===== config.mk =====
export PLATFORM = sky130hd
export DESIGN_NAME = pipeline_hazard_controller
export DESIGN_NICKNAME = d
export VERILOG_FILES = /design/src/rtl/pipeline_hazard_controller.sv
export SDC_FILE = /design/constraint.sdc
export NUM_CORES = 1
export LEC_CHECK = 0
export BUFFER_PORTS_ARGS = -buffer_cell sky130_fd_sc_hd__buf_4
export CAP_MARGIN = 20
export CORE_MARGIN = 3
export CORE_UTILIZATION = 40
export DETAILED_ROUTE_END_ITERATION = 10
export HOLD_SLACK_MARGIN = 0.05
export PLACE_DENSITY = 0.83
export REMOVE_ABC_BUFFERS = 1
export SLEW_MARGIN = 20
export SYNTH_ARGS = -nofsm -noshare
export SYNTH_HDL_FRONTEND = slang
export SYNTH_SLANG_ARGS = --single-unit

===== constraint.sdc =====
create_clock -name clk -period 1.69 [get_ports clk]
set_input_delay 0 -clock clk [delete_from_list [all_inputs] [get_ports clk]]
set_output_delay 0 -clock clk [all_outputs]
set_load 0.005 [all_outputs]

===== src/rtl/pipeline_hazard_controller.sv =====
// Pipeline hazard controller: load-use stall, branch flush and memory-wait freeze.
// Optional macro HAZARD_STALL_COUNTER_EN adds a 16-bit count of cycles with pc_en low.
module pipeline_hazard_controller #(
  parameter logic [5:0] LOAD_OP      = 6'b010100,
  parameter logic [5:0] STORE_OP     = 6'b010101,
  parameter logic [5:0] RTYPE_OP     = 6'b000000,
  parameter int         FLUSH_CYCLES = 2,
  parameter int         MAX_HOLD     = 8
) (
  input  logic        clk,
  input  logic        reset,
  input  logic [31:0] ins_id,
  input  logic        id_valid,
  input  logic        ex_is_load,
  input  logic [4:0]  ex_rd,
  input  logic        branch_taken,
  input  logic        mem_wait,
  output logic        pc_en,
  output logic        ifid_en,
  output logic        idex_en,
  output logic        exmem_en,
  output logic        idex_bubble,
  output logic        ifid_flush,
  output logic        hold_timeout,
  output logic [1:0]  ctrl_state
`ifdef HAZARD_STALL_COUNTER_EN
  ,
  output logic [15:0] stall_cnt
`endif
);

  typedef enum logic [1:0] {S_RUN = 2'd0, S_STALL = 2'd1, S_FLUSH = 2'd2, S_HOLD = 2'd3} state_t;

  state_t     r_state, r_saved;
  logic [1:0] r_flush_cnt;
  logic [7:0] r_hold_cnt;
  logic       r_timeout;

  state_t     w_next_state, w_next_saved, w_eff;
  logic [1:0] w_next_flush_cnt;
  logic [7:0] w_hold_next;
  logic       w_hazard, w_uses_rt;
  logic [5:0] w_op;
  logic [4:0] w_rs, w_rt;
  logic       w_unused;

  assign w_op     = ins_id[31:26];
  assign w_rs     = ins_id[25:21];
  assign w_rt     = ins_id[20:16];
  assign w_unused = ^{ins_id[15:0], LOAD_OP};

  assign w_uses_rt = (w_op == RTYPE_OP) || (w_op == STORE_OP);
  assign w_hazard  = id_valid && ex_is_load && (ex_rd != 5'd0) &&
                     ((ex_rd == w_rs) || (w_uses_rt && (ex_rd == w_rt)));

  // A HOLD that ends this cycle behaves exactly like the state it interrupted.
  assign w_eff = (r_state == S_HOLD) ? r_saved : r_state;

  assign w_hold_next = (r_hold_cnt == 8'hFF) ? 8'hFF : r_hold_cnt + 8'd1;

  // State register and counters
  always_ff @(posedge clk or negedge reset) begin
    if (!reset) begin
      r_state     <= S_RUN;
      r_saved     <= S_RUN;
      r_flush_cnt <= 2'd0;
      r_hold_cnt  <= 8'd0;
      r_timeout   <= 1'b0;
    end else begin
      r_state     <= w_next_state;
      r_saved     <= w_next_saved;
      r_flush_cnt <= w_next_flush_cnt;
      r_hold_cnt  <= mem_wait ? w_hold_next : 8'd0;
      if (mem_wait && (w_hold_next == 8'(MAX_HOLD)))
        r_timeout <= 1'b1;
    end
  end

  // Next-state logic
  always_comb begin
    w_next_state     = r_state;
    w_next_saved     = r_saved;
    w_next_flush_cnt = r_flush_cnt;
    if (mem_wait) begin
      w_next_state = S_HOLD;
      if (r_state != S_HOLD)
        w_next_saved = r_state;
    end else begin
      case (w_eff)
        S_RUN: begin
          if (branch_taken) begin
            if (FLUSH_CYCLES > 1) begin
              w_next_state     = S_FLUSH;
              w_next_flush_cnt = 2'(FLUSH_CYCLES - 1);
            end else begin
              w_next_state = S_RUN;
            end
          end else if (w_hazard) begin
            w_next_state = S_STALL;
          end else begin
            w_next_state = S_RUN;
          end
        end
        S_STALL: w_next_state = S_RUN;
        S_FLUSH: begin
          // The branch cycle itself was the first flush, so leave on the last count.
          if (r_flush_cnt <= 2'd1) begin
            w_next_state     = S_RUN;
            w_next_flush_cnt = 2'd0;
          end else begin
            w_next_state     = S_FLUSH;
            w_next_flush_cnt = r_flush_cnt - 2'd1;
          end
        end
        default: w_next_state = S_RUN;
      endcase
    end
  end

  // Mealy output decode
  always_comb begin
    pc_en       = 1'b0;
    ifid_en     = 1'b0;
    idex_en     = 1'b0;
    exmem_en    = 1'b0;
    idex_bubble = 1'b0;
    ifid_flush  = 1'b0;
    if (reset && !mem_wait) begin
      pc_en    = 1'b1;
      ifid_en  = 1'b1;
      idex_en  = 1'b1;
      exmem_en = 1'b1;
      case (w_eff)
        S_RUN: begin
          if (branch_taken) begin
            idex_bubble = 1'b1;
            ifid_flush  = 1'b1;
          end else if (w_hazard) begin
            pc_en       = 1'b0;
            ifid_en     = 1'b0;
            idex_bubble = 1'b1;
          end
        end
        S_FLUSH: begin
          idex_bubble = 1'b1;
          ifid_flush  = 1'b1;
        end
        default: ;
      endcase
    end
  end

  assign hold_timeout = r_timeout;
  assign ctrl_state   = r_state;

`ifdef HAZARD_STALL_COUNTER_EN
  logic [15:0] r_stall_cnt;

  always_ff @(posedge clk or negedge reset) begin
    if (!reset)
      r_stall_cnt <= 16'd0;
    else if (!pc_en)
      r_stall_cnt <= r_stall_cnt + 16'd1;
  end

  assign stall_cnt = r_stall_cnt;
`endif

endmodule


### Word-level counts from Yosys, hierarchy flattened

Index checks and enable logic that the tools add are counted.

* multiplexer cells: 23
* eq/ne operators: 9
* add/sub/neg operators: 2
* reduce and logical (&&, ||, !) cells: 15
* bitwise gates (word level): 1
* magnitude comparators: 1

Operators by type and width (number)
* 8-bit 2-to-1 mux: 2
* 2-bit 2-to-1 mux: 6
* 1-bit 2-to-1 mux: 11
* 5-bit equality test: 2
* 8-bit by 1-bit adder with 8-bit output, second input constant: 1
* 8-bit by 4-bit equality test with 1-bit output, second input constant: 1
* 8-bit equality test, second input constant: 1
* 2-bit case mux with 2 select lines: 2
* 6-bit by 5-bit equality test with 1-bit output, second input constant: 1
* 1-bit logical AND: 6
* 6-bit zero test: 1
* 5-bit nonzero test: 1
* 2-bit equality test, second input constant: 2
* 2-bit != test, second input constant: 2
* 1-bit case mux with 2 select lines: 2
* 3-bit AND reduction: 1
* 2-bit by 1-bit <= comparator with 1-bit output, second input constant: 1
* 2-bit zero test: 1
* 1-bit logical OR: 2
* 2-bit AND reduction: 1
* 2-bit nonzero test: 1
* 2-bit by 1-bit subtractor with 2-bit output, second input constant: 1
* 1-bit zero test: 1
* 1-bit inverter: 1

* output and inout bits: 9
* flip-flop bits (word level): 15

### Longest topological paths before layout

Gate-level depths: netlist of run 1.

* depth after elaboration: 9
* depth in mapped cells: 5
* mapped depth without buffers: 5

### Worst setup path after synthesis of run 1

No wires, ideal clock.

* path type: reg-to-reg
* from: register r_hold_cnt[0]
* to: register r_timeout (netlist: hold_timeout)
* setup slack: 0.289 ns
* period minus slack after synthesis: 1.401 ns
* arrival time: 1.337 ns
* library setup time: 0.064 ns
* data required time: 1.626 ns
* buffers on the path: 0
* cell stages (with the launch flop): 5
* cell sequence: dfrtp_1 ha_1 or4_1 nor3_1 a31o_2

* cells in the longest elaborated chain, start to end: 4
* elaborated cells on any way between the ends: 5

Ends and longest elaborated chain
* start, declared: line 36 `logic [7:0] r_hold_cnt;`
* start signal, assigned: line 73 `r_hold_cnt <= mem_wait ? w_hold_next : 8'd0;`
* 8-bit by 1-bit adder with 8-bit output / 8-bit equality test (equally long branches): line 59 `assign w_hold_next = (r_hold_cnt == 8'hFF) ? 8'hFF : r_hold_cnt + 8'd1;`
* 8-bit 2-to-1 mux *: line 59
* 8-bit by 4-bit equality test with 1-bit output *: line 74 `if (mem_wait && (w_hold_next == 8'(MAX_HOLD)))`
* 1-bit logical AND *: line 74
* end signal, assigned: line 68 `r_timeout <= 1'b0;`
* end signal, assigned: line 75 `r_timeout <= 1'b1;`
* end, declared: line 37 `logic r_timeout;`

Mark *: on every way between the ends. The rest lies on a longest branch, timed or not.
A chain may end at the register's enable or synchronous reset.

### Worst setup path after layout of run 1

* from: register r_saved[1]
* to: output port ifid_en

* cells in the longest elaborated chain, start to end: 4

Ends and longest elaborated chain
* start, declared: line 34 `state_t r_state, r_saved;`
* start signal, assigned: line 71 `r_saved <= w_next_saved;`
* 2-bit 2-to-1 mux: line 57 `assign w_eff = (r_state == S_HOLD) ? r_saved : r_state;`
* 2-bit zero test: line 133 `case (w_eff)`
* 1-bit 2-to-1 mux: line 133
* 1-bit 2-to-1 mux: line 128 `if (reset && !mem_wait) begin`
* end, declared: line 19 `output logic ifid_en,`

Every way passes these cells.

==> results.sh, run 1 <==
export IMPL_outcome="finished, final reports clean"
export IMPL_r2r_setup_slack_ns=0.14
export IMPL_syn_area_um2=955
export IMPL_synth_seq_cells=15
export IMPL_drc_errors=0
export IMPL_drtAntennaViolNets=0
export IMPL_ioPinCount=52
export IMPL_syn_area_per_cell_um2=9.27
export IMPL_cts_tree="done"
export IMPL_syn_instance_count=103
export IMPL_layout_drive_gt1_share=0.378
export IMPL_p_leak_nw=0.642
export IMPL_grt_max_degree=17
export IMPL_drv_slew=0
export IMPL_ys_seq_area_frac=0.393
export IMPL_cts_sinks=15
export IMPL_area_growth_pct=41.2
export IMPL_critPathKind="reg -> out"
export IMPL_die_area_um2=3010
export IMPL_gp_congestion=0.826
export IMPL_clock_path_buffers=2
export IMPL_antenna_found_initial=0
export IMPL_yosysUniqueCellTypes=38
export IMPL_root_buffer="clkbuf_4"
export IMPL_finClkSkew_ns=0.00542
export IMPL_final_common_cell="buf_4"
export IMPL_vias=918
export IMPL_first_iter_violations=20
export IMPL_clk_latency_ns=0.29
export IMPL_whs_ns=0.100
export IMPL_grt_pass1_wl_um=3340
export IMPL_synth_edff_count=0
export IMPL_peakVddDrop_mv=0.518
export IMPL_yosys_warnings=0
export IMPL_grt_overflow=0
export IMPL_worstReg2RegStart="r_hold_cnt[0]$_DFF_PN0_"
export IMPL_synth_ff_type="dfrtp_1"
export IMPL_fin_util=0.603
export IMPL_cts_max_level=1
export IMPL_final_cell_mix="41 x buf_4, 14 x dfrtp_1, 12 x nor2_1, 8 x xnor2_1"
export IMPL_fin_nets=193
export IMPL_fin_crit_ns=1.61
export IMPL_worstMarginPinSlew_ns=0.327
export IMPL_slew_limit_headroom=0.779
export IMPL_fmax_ghz=0.620
export IMPL_die_h_um=54.9
export IMPL_required_ns=1.69
export IMPL_antennaDiodeCount=0
export IMPL_rr_endpoint="hold_timeout$_DFFE_PN0P_"
export IMPL_drtPass1Iterations=4
export IMPL_cap_viol_max_count=0
export IMPL_grt_use_total=0.156
export IMPL_port_buffers=35
export IMPL_async_flop_share=1.00
export IMPL_start_util=0.427
export IMPL_path_clk_slew_ns=0.09
export IMPL_setup_worst_path_end_class="output port"
export IMPL_rsz0062_at_grt="false"
export IMPL_final_hold_viol_count=0
export IMPL_arrival_ns=1.61
export IMPL_via_per_inst=5.22
export IMPL_fin_crit_sh=0.954
export IMPL_powerDensity_nw_per_um2=606
export IMPL_cts_buffers=3
export IMPL_total_power_w=0.000816
export IMPL_fp_dieW_um=54.9
export IMPL_grt_pass1_vias=791
export IMPL_hold_class="in -> async"
export IMPL_endpoint="ifid_en"
export IMPL_worstSetupStartpoint="r_saved[1]$_DFFE_PN0P_"
export IMPL_rr_worst_depth=4
export IMPL_core_area_um2=2230
export IMPL_rows=17
export IMPL_setup_violations=0
export IMPL_dpl_hpwl_um=1840
export IMPL_wl_per_cell_um=13.5
export IMPL_fin_setup_tns_ns=0
export IMPL_wirelength_um=2380
export IMPL_worstPathMaxFanout=3
export IMPL_critPathLaunchType="register"
-- cells by family (layout without fill, tap and decap cells) --
| group | count (synthesis) | in the layout | synth area share |
|---|---|---|---|
| buffers and inverters | 8 | 53 | 0.0406 |
| AND/OR/NAND/NOR | 42 | 42 | 0.240 |
| XOR/XNOR | 14 | 14 | 0.128 |
| adder cells (fa/ha/maj) | 1 | 1 | 0.0131 |
| multiplexers | 2 | 2 | 0.0210 |
| flip-flops | 15 | 15 | 0.393 |
| AO/OA/AOI/OAI | 21 | 21 | 0.164 |
-- registers in the layout, indices dropped and copies added, names as in the netlist --
name,cells
r_saved,2
ctrl_state,2
r_flush_cnt,2
hold_timeout,1
r_hold_cnt,8
-- synthesized netlist by cell type (2+ instances only) --
cell type / count / area share
nor3_1: 6 / 0.031
xnor2_1: 8 / 0.073
dfrtp_1: 15 / 0.39
nor2_1: 12 / 0.047
a21oi_1: 3 / 0.016
buf_4: 2 / 0.016
nand3_1: 3 / 0.016
o21ai_0: 3 / 0.016
nor2b_1: 2 / 0.013
xor2_1: 6 / 0.055
o21a_1: 4 / 0.031
nand2_1: 4 / 0.016
mux2i_1: 2 / 0.021
inv_1: 4 / 0.016
and3_1: 2 / 0.013
nand4_1: 2 / 0.013
and4_1: 2 / 0.018
o31ai_1: 3 / 0.024
-- what timing repair did --
| action | CTS | global route |
|---|---|---|
| hold endpoints to repair | 21 | 0 |
| buffers inserted | 0 | 6 |
| hold buffers | 3 | 0 |
| resized for setup | 0 | 4 |
| endpoints found under the setup margin | 0 | 4 |
-- power by group --
part | leakage [nW] | internal [W] | total, W | switching, W
clock network | 0.0177 | 0.0000880 | 0.000203 | 0.000115
logic | 0.430 | 0.000120 | 0.000212 | 0.0000917
registers | 0.194 | 0.000382 | 0.000402 | 0.0000194
-- worst max-delay path: stages (launching register included) --
cell and delay, ns:
dfrtp_1 0.39, nand2b_1 0.19, nand2_1 0.17, o211ai_2 0.14
o31a_1 0.28, buf_4 0.14
-- routing by layer --
metal  wire length, um  GRT usage
met5                 0          0
met1               987      0.198
met2              1270      0.248
met4                 6     0.0249
met3               123     0.0654
-- worst min-delay path by stage --
stage | start | to | slack (ns) | depth (start not counted)
detailed placement | reset | r_saved[1]$_DFFE_PN0P_ | -0.13 | 1
global route | reset | r_hold_cnt[1]$_DFF_PN0_ | 0.10 | 2
floorplan | reset | ctrl_state[0]$_DFF_PN0_ | -0.30 | 0
global placement | reset | r_hold_cnt[1]$_DFF_PN0_ | -0.13 | 1
finish | reset | r_hold_cnt[1]$_DFF_PN0_ | 0.10 | 2
CTS | reset | r_saved[1]$_DFFE_PN0P_ | 0.09 | 2
-- per-stage QoR --
| step | area (um^2) | instances | worst slack (ns) |
|---|---|---|---|
| after floorplan | 935 | 100 | 0.289 |
| after global placement | 1230 | 163 | 0.211 |
| after detailed placement | 1230 | 163 | 0.167 |
| after CTS | 1290 | 170 | 0.0333 |
| after global routing | 1350 | 176 | 0.0111 |
| final | 1350 | 176 | 0.0780 |
-- layout make-up --
class	instances	area, um^2
Inverter	5	22.5
Tap cell	28	35.0
Multi-Input combinational cell	80	548
Sequential cell	15	377
Clock inverter	1	5.00
Clock buffer	3	22.5
Timing Repair Buffer	44	338
Fill cell	193	886
(Power assumes the default switching activity.)
==> run 2: changes to the inputs <==
--- a/config.mk
+++ b/config.mk
@@ -12,6 +12,7 @@
 export DETAILED_ROUTE_END_ITERATION = 10
 export HOLD_SLACK_MARGIN = 0.05
 export PLACE_DENSITY = 0.83
+export RECOVER_POWER = 50
 export REMOVE_ABC_BUFFERS = 1
 export SLEW_MARGIN = 20
 export SYNTH_ARGS = -nofsm -noshare
==> run 2 against run 1 <==
Against the previous run: register-to-register slack barely moved; sequential power about the same; final cell count is the same; non-clock buffer count unchanged; cell area is the same; first-iteration DRC count unchanged; global-route usage unchanged; maximum frequency up 0.38%; routed wire length increased by 0.42%; critical path type unchanged; largest cell class unchanged.
==> results.sh, run 2 (synthesis gave the netlist of run 1 again) <==
export IMPL_outcome="finished, final reports clean"
export IMPL_final_cells=176
export IMPL_drc_errors=0
export IMPL_path_clk_slew_ns=0.09
export IMPL_fin_crit_sh=0.950
export IMPL_arrival_ns=1.61
export IMPL_cts_max_level=1
export IMPL_first_iter_violations=20
export IMPL_port_buffers=35
export IMPL_setup_worst_path_end_class="output port"
export IMPL_core_area_um2=2230
export IMPL_fin_setup_tns_ns=0
export IMPL_antenna_found_initial=0
export IMPL_final_hold_viol_count=0
export IMPL_wirelength_um=2390
export IMPL_place_inst=163
export IMPL_drtPass1Iterations=5
export IMPL_fin_area_um2=1350
export IMPL_slew_limit_headroom=0.777
export IMPL_critPathKind="reg -> out"
export IMPL_die_area_um2=3010
export IMPL_cts_sinks=15
export IMPL_root_buffer="clkbuf_4"
export IMPL_fin_util=0.603
export IMPL_fmax_ghz=0.623
export IMPL_drv_slew=0
export IMPL_finalWorstSetupSlack_ns=0.0842
export IMPL_finClkSkew_ns=0.00643
export IMPL_cts_tree="done"
export IMPL_dp_slack_ns=0.167
export IMPL_start_util=0.427
export IMPL_final_cell_mix="38 x buf_4, 14 x dfrtp_1, 12 x nor2_1, 8 x xnor2_1"
export IMPL_rsz0062_at_grt="false"
export IMPL_layout_drive_gt1_share=0.378
export IMPL_grt_use_total=0.156
export IMPL_drtAntennaViolNets=0
export IMPL_required_ns=1.69
export IMPL_cts_buffers=3
export IMPL_clock_path_buffers=2
export IMPL_wl_per_cell_um=13.6
export IMPL_powerDensity_nw_per_um2=606
export IMPL_peakVddDrop_mv=0.521
export IMPL_ioPinCount=52
export IMPL_grt_overflow=0
export IMPL_place_area_um2=1230
export IMPL_worstMarginPinSlew_ns=0.331
export IMPL_p_leak_nw=0.641
export IMPL_regMostFlops="r_hold_cnt"
export IMPL_die_h_um=54.9
export IMPL_fin_nets=193
export IMPL_dpl_hpwl_um=1840
export IMPL_area_growth_pct=41.2
export IMPL_worstPathMaxFanout=3
export IMPL_critPathLaunchType="register"
export IMPL_vias=923
export IMPL_hold_class="in -> async"
export IMPL_clk_latency_ns=0.29
export IMPL_fin_crit_ns=1.61
export IMPL_gp_congestion=0.826
export IMPL_largest_reg_flops=8
export IMPL_grt_pass1_wl_um=3340
export IMPL_cap_viol_max_count=0
export IMPL_fp_dieW_um=54.9
export IMPL_grt_pass1_vias=791
export IMPL_rows=17
export IMPL_via_per_inst=5.24
export IMPL_grt_max_degree=17
export IMPL_final_common_cell="buf_4"
export IMPL_setup_violations=0
export IMPL_antennaDiodeCount=0
run 2: cell types whose count changed in the layout (fill, tap and decap cells not counted), sizes merged:
cell	change
clkbuf	+3
buf	-3
run 2: repair_timing:
action	4_1_cts	5_1_grt
buffers inserted	0	6
gates resized for setup	0	4
setup endpoints to repair	0	4
hold buffers	3	0
hold endpoints to repair	21	0
run 2: worst paths after layout:
check                                               from                        to  slack, ns  cells past startpoint
max in group asynchronous                          reset   ctrl_state[1]$_DFF_PN0_       1.40                      2
min in group clk                                id_valid   ctrl_state[0]$_DFF_PN0_       0.13                      4
worst min register to register  hold_timeout$_DFFE_PN0P_  hold_timeout$_DFFE_PN0P_       0.47                      1
worst min-delay path                               reset   r_hold_cnt[1]$_DFF_PN0_        0.1                      2
worst max register to register   r_hold_cnt[0]$_DFF_PN0_  hold_timeout$_DFFE_PN0P_       0.14                      4
worst max-delay path              r_saved[1]$_DFFE_PN0P_                   ifid_en       0.08                      5
run 2: final cells by class:
cell class,count,area [um^2]
clock buffer,3,22.5
fill,193,886
sequential,15,377
inverter,5,22.5
timing repair buffer,44,338
clock inverter,1,5.00
multi-input combinational,80,548
tap,28,35.0
run 2: routing by layer:
metal,share of wire,up-vias,track usage
met3,0.046,2,0.0654
met5,0,-,0
met1,0.42,443,0.198
li1,-,454,-
met4,0.0025,0,0.0249
met2,0.53,24,0.248
run 2: worst max-delay path, cell delays in order, from the launching register on:
cell      delay [ns]
dfrtp_1         0.39
nand2b_1        0.19
nand2_1         0.17
o211ai_2        0.14
o31a_1          0.28
buf_4           0.14
run 2: power breakdown:
| group | switching (W) | internal (W) |
|---|---|---|
| clock network | 0.000116 | 0.0000880 |
| registers | 0.0000190 | 0.000382 |
| logic | 0.0000915 | 0.000120 |
| total | 0.000227 | 0.000590 |
run 2: through the flow:
step | hold WS, ns | total power [W]
final | 0.0982 | 0.000817
after global routing | 0.103 | 0.000870
after CTS | 0.0937 | 0.000807
after detailed placement | -0.130 | 0.000595
after global placement | -0.133 | 0.000586
after floorplan | -0.296 | 0.000491
